==> src/rtl/shift_sequencer.sv <==
// Serial shift / bit-field-extract engine shared by two requesters.
// Round-robin arbitration in IDLE, then a left phase and a right phase, one bit per cycle.
module shift_sequencer #(
  parameter int DATA_W = 16,
  parameter int AMT_W  = 4
) (
  input  logic              clk,
  input  logic              rst_n,
  input  logic              req0_valid,
  output logic              req0_ready,
  input  logic [1:0]        req0_op,
  input  logic [DATA_W-1:0] req0_data,
  input  logic [AMT_W-1:0]  req0_sl,
  input  logic [AMT_W-1:0]  req0_sr,
  input  logic              req1_valid,
  output logic              req1_ready,
  input  logic [1:0]        req1_op,
  input  logic [DATA_W-1:0] req1_data,
  input  logic [AMT_W-1:0]  req1_sl,
  input  logic [AMT_W-1:0]  req1_sr,
  output logic              res_valid,
  input  logic              res_ready,
  output logic [DATA_W-1:0] res_data,
  output logic              res_tag,
  output logic              busy
);

  // state | meaning
  // IDLE  | waiting for a command, arbitration active
  // LEFT  | shifting left one bit per cycle, l_cnt steps remain
  // RIGHT | shifting right one bit per cycle, r_cnt steps remain
  // DONE  | result held on res_* until res_ready
  typedef enum logic [1:0] {IDLE, LEFT, RIGHT, DONE} state_t;

  localparam logic [1:0] OP_SHL = 2'b01;
  localparam logic [1:0] OP_SHR = 2'b10;
  localparam logic [1:0] OP_BFE = 2'b11;

  state_t state, state_nxt;

  logic              last_grant;
  logic [DATA_W-1:0] data_q;
  logic [AMT_W-1:0]  l_cnt;
  logic [AMT_W-1:0]  r_cnt;
  logic              tag_q;

  logic              grant0, grant1;
  logic              accept;
  logic [1:0]        sel_op;
  logic [DATA_W-1:0] sel_data;
  logic [AMT_W-1:0]  sel_sl, sel_sr;
  logic [AMT_W-1:0]  l_new, r_new;

  // last_grant=1 means req1 won last time, so req0 is favoured on a tie
  always_comb begin
    grant0 = req0_valid & (~req1_valid | last_grant);
    grant1 = req1_valid & (~req0_valid | ~last_grant);
  end

  // Readies are forced low while reset is asserted
  assign req0_ready = rst_n & (state == IDLE) & grant0;
  assign req1_ready = rst_n & (state == IDLE) & grant1;
  assign accept     = req0_ready | req1_ready;

  always_comb begin
    sel_op   = req1_ready ? req1_op   : req0_op;
    sel_data = req1_ready ? req1_data : req0_data;
    sel_sl   = req1_ready ? req1_sl   : req0_sl;
    sel_sr   = req1_ready ? req1_sr   : req0_sr;
  end

  // BFE right count is the truncated sum of both amounts
  always_comb begin
    l_new = '0;
    r_new = '0;
    case (sel_op)
      OP_SHL: l_new = sel_sl;
      OP_SHR: r_new = sel_sr;
      OP_BFE: begin
        l_new = sel_sl;
        r_new = sel_sl + sel_sr;
      end
      default: begin
        l_new = '0;
        r_new = '0;
      end
    endcase
  end

  always_comb begin
    state_nxt = state;
    case (state)
      IDLE: begin
        if (accept) begin
          if (l_new != '0)      state_nxt = LEFT;
          else if (r_new != '0) state_nxt = RIGHT;
          else                  state_nxt = DONE;
        end
      end
      LEFT: begin
        if (l_cnt == AMT_W'(1)) state_nxt = (r_cnt != '0) ? RIGHT : DONE;
      end
      RIGHT: begin
        if (r_cnt == AMT_W'(1)) state_nxt = DONE;
      end
      DONE: begin
        if (res_ready) state_nxt = IDLE;
      end
      default: state_nxt = IDLE;
    endcase
  end

  always_ff @(posedge clk or negedge rst_n) begin
    if (!rst_n) state <= IDLE;
    else        state <= state_nxt;
  end

  always_ff @(posedge clk or negedge rst_n) begin
    if (!rst_n) begin
      last_grant <= 1'b1;
      data_q     <= '0;
      l_cnt      <= '0;
      r_cnt      <= '0;
      tag_q      <= 1'b0;
    end else begin
      case (state)
        IDLE: begin
          if (accept) begin
            data_q     <= sel_data;
            l_cnt      <= l_new;
            r_cnt      <= r_new;
            tag_q      <= req1_ready;
            last_grant <= req1_ready;
          end
        end
        LEFT: begin
          data_q <= data_q << 1;
          l_cnt  <= l_cnt - AMT_W'(1);
        end
        RIGHT: begin
          data_q <= data_q >> 1;
          r_cnt  <= r_cnt - AMT_W'(1);
        end
        default: ;
      endcase
    end
  end

  assign res_valid = (state == DONE);
  assign res_data  = data_q;
  assign res_tag   = tag_q;
  assign busy      = (state != IDLE);

endmodule

==> config.mk <==
export PLATFORM = sky130hd
export DESIGN_NAME = shift_sequencer
export DESIGN_NICKNAME = d
export VERILOG_FILES = /design/src/rtl/shift_sequencer.sv
export SDC_FILE = /design/constraint.sdc
export NUM_CORES = 1
export LEC_CHECK = 0
export CORE_MARGIN = 2
export CORE_UTILIZATION = 42
export CTS_CLUSTER_SIZE = 20
export DETAILED_ROUTE_END_ITERATION = 8
export GPL_TIMING_DRIVEN = 0
export PLACE_DENSITY = 0.87
export SLEW_MARGIN = 20
export SYNTH_ARGS = -nofsm -noshare
export SYNTH_HDL_FRONTEND = slang
export SYNTH_SLANG_ARGS = --single-unit
==> constraint.sdc <==
create_clock -name clk -period 3 [get_ports clk]
set_clock_uncertainty 0.1 [all_clocks]
set_input_delay 0.6 -clock clk [delete_from_list [all_inputs] [get_ports clk]]
set_output_delay 0.6 -clock clk [all_outputs]
set_load 0.005 [all_outputs]
== Word-level counts from Yosys, hierarchy flattened ==
Index checks and enable logic that the tools add are counted.

* Register bits after elaboration: 28
* Input port bits: 57
* Output and inout bits: 21
* Logic and storage cells: 66

* Multiplexer cells: 20
* $add $sub $neg: 3
* Bitwise operators: 11
* Eq/ne operators: 12
* Reduce and logical (&&, ||, !) cells: 14

{| class="wikitable"
|+ Operators with widths
! kind !! number
|-
| 16-bit one-hot mux with 3 select lines || 1
|-
| 16-bit 2-to-1 mux || 2
|-
| 4-bit one-hot mux with 2 select lines || 3
|-
| 4-bit 2-to-1 mux || 5
|-
| 2-bit 2-to-1 mux || 6
|-
| 4-bit nonzero test || 3
|-
| 2-bit equality test (second input constant) || 4
|-
| 4-bit by 1-bit equality test with 1-bit output (second input constant) || 2
|-
| 2-bit one-hot mux with 4 select lines || 1
|-
| 2-bit AND reduction || 4
|-
| 4-bit by 1-bit subtractor with 4-bit output (second input constant) || 2
|-
| 2-bit inequality test (second input constant) || 3
|-
| 2-bit nonzero test || 3
|-
| 1-bit bitwise AND || 5
|-
| 4-bit adder || 1
|-
| 2-bit by 1-bit equality test with 1-bit output (second input constant) || 2
|-
| 4-bit AND reduction || 1
|-
| 1-bit inverter || 3
|-
| 1-bit OR || 3
|-
| 3-bit nonzero test || 1
|-
| 2-bit logical NOT || 1
|-
| 1-bit 2-to-1 mux || 2
|-
| 2-bit by 1-bit inequality test with 1-bit output (second input constant) || 1
|-
| 2-bit OR reduction || 1
|}

== Longest topological paths before layout ==
* Word-level depth: 12
* Mapped depth: 17

== Worst setup path before layout ==
OpenSTA, ideal clock, no wires.

* Kind: register to register
* Start: reg state[0]
* End: reg state[0]
* Path slack: -0.073 ns
* Required time: 2.766 ns
* Period minus slack after synthesis: 3.073 ns
* Path buffers: 2
* Cell stages (with the launch flop): 18
* Data arrival time: 2.840 ns
* Library setup time: 0.134 ns
* Cell sequence: dfrtp_1 -> inv_1 -> ha_1 -> and2_4 -> nand3_4 -> buf_6 -> buf_2 -> nand2_1 -> nand2_1 -> ha_1 -> inv_1 -> fa_1 -> xnor2_1 -> nor3b_1 -> a211oi_1 -> a21oi_1 -> a41oi_1 -> o211ai_1

* Cells in the longest elaborated chain, start to end: 11
* Elaborated cells between the ends (all ways): 29
* Those cells by class: 1 x add/sub; 10 x eq/ne; 9 x mux; 4 x bitwise; 5 x reduce/logical

{| class="wikitable"
|+ RTL lines
! what !! RTL line !! source
|-
| start, declared || 39 || <nowiki>state_t state, state_nxt;</nowiki>
|-
| start signal, assigned || 115 || <nowiki>else state <= state_nxt;</nowiki>
|-
| 2-bit logical NOT || 61, 62, 92 ||
|-
| 1-bit bitwise AND || 61, 62 ||
|-
| 1-bit bitwise AND || 62 || <nowiki>assign req1_ready = rst_n & (state == IDLE) & grant1;</nowiki>
|-
| 4-bit 2-to-1 mux, or another cell as far along || 68 || <nowiki>sel_sl = req1_ready ? req1_sl : req0_sl;</nowiki>
|-
| 4-bit adder, or another cell as far along || 81 || <nowiki>r_new = sel_sl + sel_sr;</nowiki>
|-
| 4-bit one-hot mux with 2 select lines or 2-bit OR reduction (tied branches) || - ||
|-
| 4-bit nonzero test or 4-bit 2-to-1 mux (tied branches) || 96, 76 ||
|-
| 1-bit 2-to-1 mux or 4-bit nonzero test (tied branches) || 96, 95 ||
|-
| 2-bit 2-to-1 mux || 95 || <nowiki>if (l_new != '0) state_nxt = LEFT;</nowiki>
|-
| 2-bit 2-to-1 mux || 94 || <nowiki>if (accept) begin</nowiki>
|-
| 2-bit one-hot mux with 4 select lines || 92 || <nowiki>case (state)</nowiki>
|}

Parallel ways exist; a longest one is shown, timed or not. The select of a mux whose other input is x is not followed.
A chain may end at the register's enable or synchronous reset.

== Worst setup path after layout ==
Ends and elaborated chain as after synthesis.

==> flow_metrics.py <==
metrics = {
    "floorplanning": {
        "num_io_pins": 78,
        "start_util_pct": 43.3,
        "rows": 27,
        "dieArea_sq_um": 6260,
        "core_sq_um": 5470,
        "die_w_um": 79.1,
        "chipHeight_um": 79.1,
    },
    "cts": {
        "numCtsBuffers": 3,
        "cts_hold_buf": 0,
        "clockBufferDepth": 2,
        "clock-root-buffer": "clkbuf_8",
        "htreeDepth": 1,
        "clk_pin_slew_worst_paths_ns": 0.10,
        "cts_sinks": 28,
        "cts_tree": "yes",
        "worstSkewPairLatency_ns": 0.28,
    },
    "critical_path": {
        "crit_path_end_kind": "register",
        "crit_end": "state[0]",
        "timing.critical_path.mode_cell": "inv_4",
        "worstSetupPathType": "register to register",
        "cp-start-kind": "register",
        "cp_max_fo": 4,
        "cp_top_family": "simple AND/OR/NAND/NOR gates",
        "cp_num_cells": 17,
        "r2r_cells": 17,
        "arrival_ns": 3.11,
        "cp.required_ns": 3.10,
        "crit_start": "state[0]",
        "cp_cell_sequence": "inv_4 > ha_4 > and2_4 > nand3_4 > inv_4 > buf_8 > nand2_2 > nand2_2 > ha_4 > inv_4 > fa_2 > xnor2_4 > nor3b_4 > a21oi_2 > a21oi_2 > nand3b_1 > o211ai_1",
        "critPathMaxStageDelay_ns": 0.44,
        "r2r_end": "state[0]",
        "cp_slowest_cell": "dfrtp_2",
        "r2r_start": "state[0]",
        "r2r_setup_slack_ns": -0.01,
        "cp_num_buf_inv": 4,
    },
    "logic_synthesis": {
        "synth.top_cells.by_area": "dfrtp_1 (28%), nand2_1 (16%), o21ai_0 (8.4%)",
        "synthAdderAreaFrac_pct": 7.70,
        "synth_compound_area_share_pct": 27.7,
        "yosys-top-cells-count": "nand2_1 (104), o21ai_0 (40), dfrtp_1 (27)",
        "yosysMostFrequentCell": "nand2_1",
        "synth_cells": 321,
        "synth.area.mux_share_pct": 3.11,
        "seq_area_frac_synth_pct": 29.6,
        "synth.avg_cell_area_sq_um": 7.39,
        "synthArstFlopShare_pct": 100,
        "synth_edf_count": 0,
        "synth_xor_area_share_pct": 1.48,
        "synth_top_family_by_area": "compound AO/OA/AOI/OAI gates",
        "synth_cell_types": 46,
        "yosys_warnings": 0,
        "mappedNetlistArea_sq_um": 2370,
        "syn_nets": 392,
        "synthSimpleGateAreaFrac_pct": 22.8,
        "synth-seq-cells": 28,
        "synth_top_area_cell": "dfrtp_1",
        "synth_top_cell_area_share_pct": 28.5,
        "synth_ff_type": "dfrtp_1",
    },
    "timing": {
        "finalSetupViolCount": 1,
        "period_needed_ns": 3.01,
        "slew-limit-headroom_pct": 62.6,
        "post-route-period-util_pct": 100,
        "maxSlewViolCount": 0,
        "worst_pin_slew_ns": 0.561,
        "hold_viol_final": 0,
        "fmax_ghz": 0.332,
        "rsz0062_at_grt": "true",
        "setup_tns_ns": -0.0121,
        "fin_ws_ns": -0.0121,
    },
    "finish": {
        "area_growth_pct": 50.1,
        "layout-drive-gt1-share_pct": 14.8,
        "final_cell_area_sq_um": 3560,
        "antennaDiodeCount": 0,
        "finalNetCount": 490,
    },
    "pwr": {
        "leakagePower_uw": 0.00156,
        "power_density_nw_per_um2": 884,
        "ir_drop_mv": 0.402,
    },
    "routing": {
        "drtAntennaViolNets": 0,
        "route.detailed.drc": 0,
        "drt_wl_total_um": 7860,
        "wl_per_cell_um": 16.0,
        "first_pass_iters": 4,
        "vias": 2788,
        "vias_per_cell": 5.69,
        "drt_iter0_markers": 283,
    },
    "grt": {
        "grt_max_degree": 32,
        "antenna_found_initial": 0,
        "grt.total_usage_pct": 24.1,
        "grt_pass1_wl_um": 12200,
        "grt_pass1_vias": 2623,
        "grt_overflow": 0,
    },
    "placement": {
        "dp_hpwl_um": 5600,
        "pre_cts_ws_ns": -0.904,
        "portBuffers": 75,
        "place_area_sq_um": 3220,
        "gp_congestion": 0.914,
    },
    "status": {
        "violations": "setup timing",
        "status": "complete, but fails checks",
    },
    "hold_path": {
        "hold_class": "primary input to asynchronous set/reset pin",
    },
    "job": {
        "cap_violations": 0,
    },
}
layout by cell type (no fill, tap or decap), types with 7 or more instances in the layout:
cell type         n
nand2_1          99
clkdlybuf4s50_1  72
buf_4            19
a21oi_1           9
inv_1            15
clkbuf_1         11
nor2_1            7
o21ai_0          40
o211ai_1          8
a22oi_1          15
dfrtp_1          26
ha_1              9
flip-flops by register name, summed over array words and instances, names as in the netlist:
| name | flops |
|---|---|
| res_data | 16 |
| state | 2 |
| r_cnt | 4 |
| l_cnt | 4 |
| last_grant | 1 |
| res_tag | 1 |
report_power, final:
part | internal [uW] | leakage [uW] | total (uW) | switching, uW
Sequential | 584 | 0.000337 | 782 | 198
Clock | 118 | 0.0000288 | 244 | 126
Combinational | 984 | 0.00119 | 2120 | 1140
Total | 1690 | 0.00156 | 3150 | 1460
stage by stage:
step / util (%) / hold slack [ns] / total power (uW) / std cells
2_1_floorplan: - / 0.204 / 1950 / 321
5_1_grt: 65.0 / 0.0564 / 3430 / 490
4_1_cts: 61.7 / 0.0594 / 2990 / 479
6_report: 65.0 / 0.0522 / 3150 / 490
3_3_place_gp: 58.9 / 0.396 / 2580 / 468
3_5_place_dp: 58.8 / 0.399 / 2670 / 468
worst min-delay path by stage:
| stage | end | cells past startpoint | from |
|---|---|---|---|
| CTS | res_data[0] | 1 | rst_n |
| global placement | res_data[0] | 2 | res_data[0] |
| detailed placement | res_data[0] | 2 | res_data[0] |
| floorplan | l_cnt[0] | 0 | rst_n |
| finish | res_data[12] | 1 | rst_n |
| global route | res_data[0] | 1 | rst_n |
layer usage:
metal	routed length [um]	part of all wire (%)	global-route usage, %	vias to the layer above
met1	3260	41	30.9	1334
met2	4020	51	42.2	132
met5	0	0	0	-
met4	147	1.9	7.41	0
li1	-	-	-	1303
met3	441	5.6	3.07	19
logic make-up (layout without fill, tap and decap cells):
group,Yosys count,in the layout
simple gates,129,129
flops,28,28
mux,7,7
compound gates,101,101
fa+ha+maj,14,14
buf+inv,38,135
xor+xnor,4,4
repair_timing:
item                                    4_1_cts  5_1_grt
pin swaps                                     5       15
gates resized for setup                      18       22
buffers inserted                              7       11
endpoints found under the setup margin        5        3
area by class of cell:
| class | instances | area (sq um) |
|---|---|---|
| fillers | 471 | 1910 |
| multi-input cells | 255 | 1610 |
| repair buffers | 93 | 888 |
| flip-flops and latches | 28 | 703 |
| plain buffers | 18 | 125 |
| well taps | 72 | 90.1 |
| inverters | 20 | 82.6 |
| clock buffers | 4 | 55.1 |
Note: power is estimated with default switching activity, not from simulation.
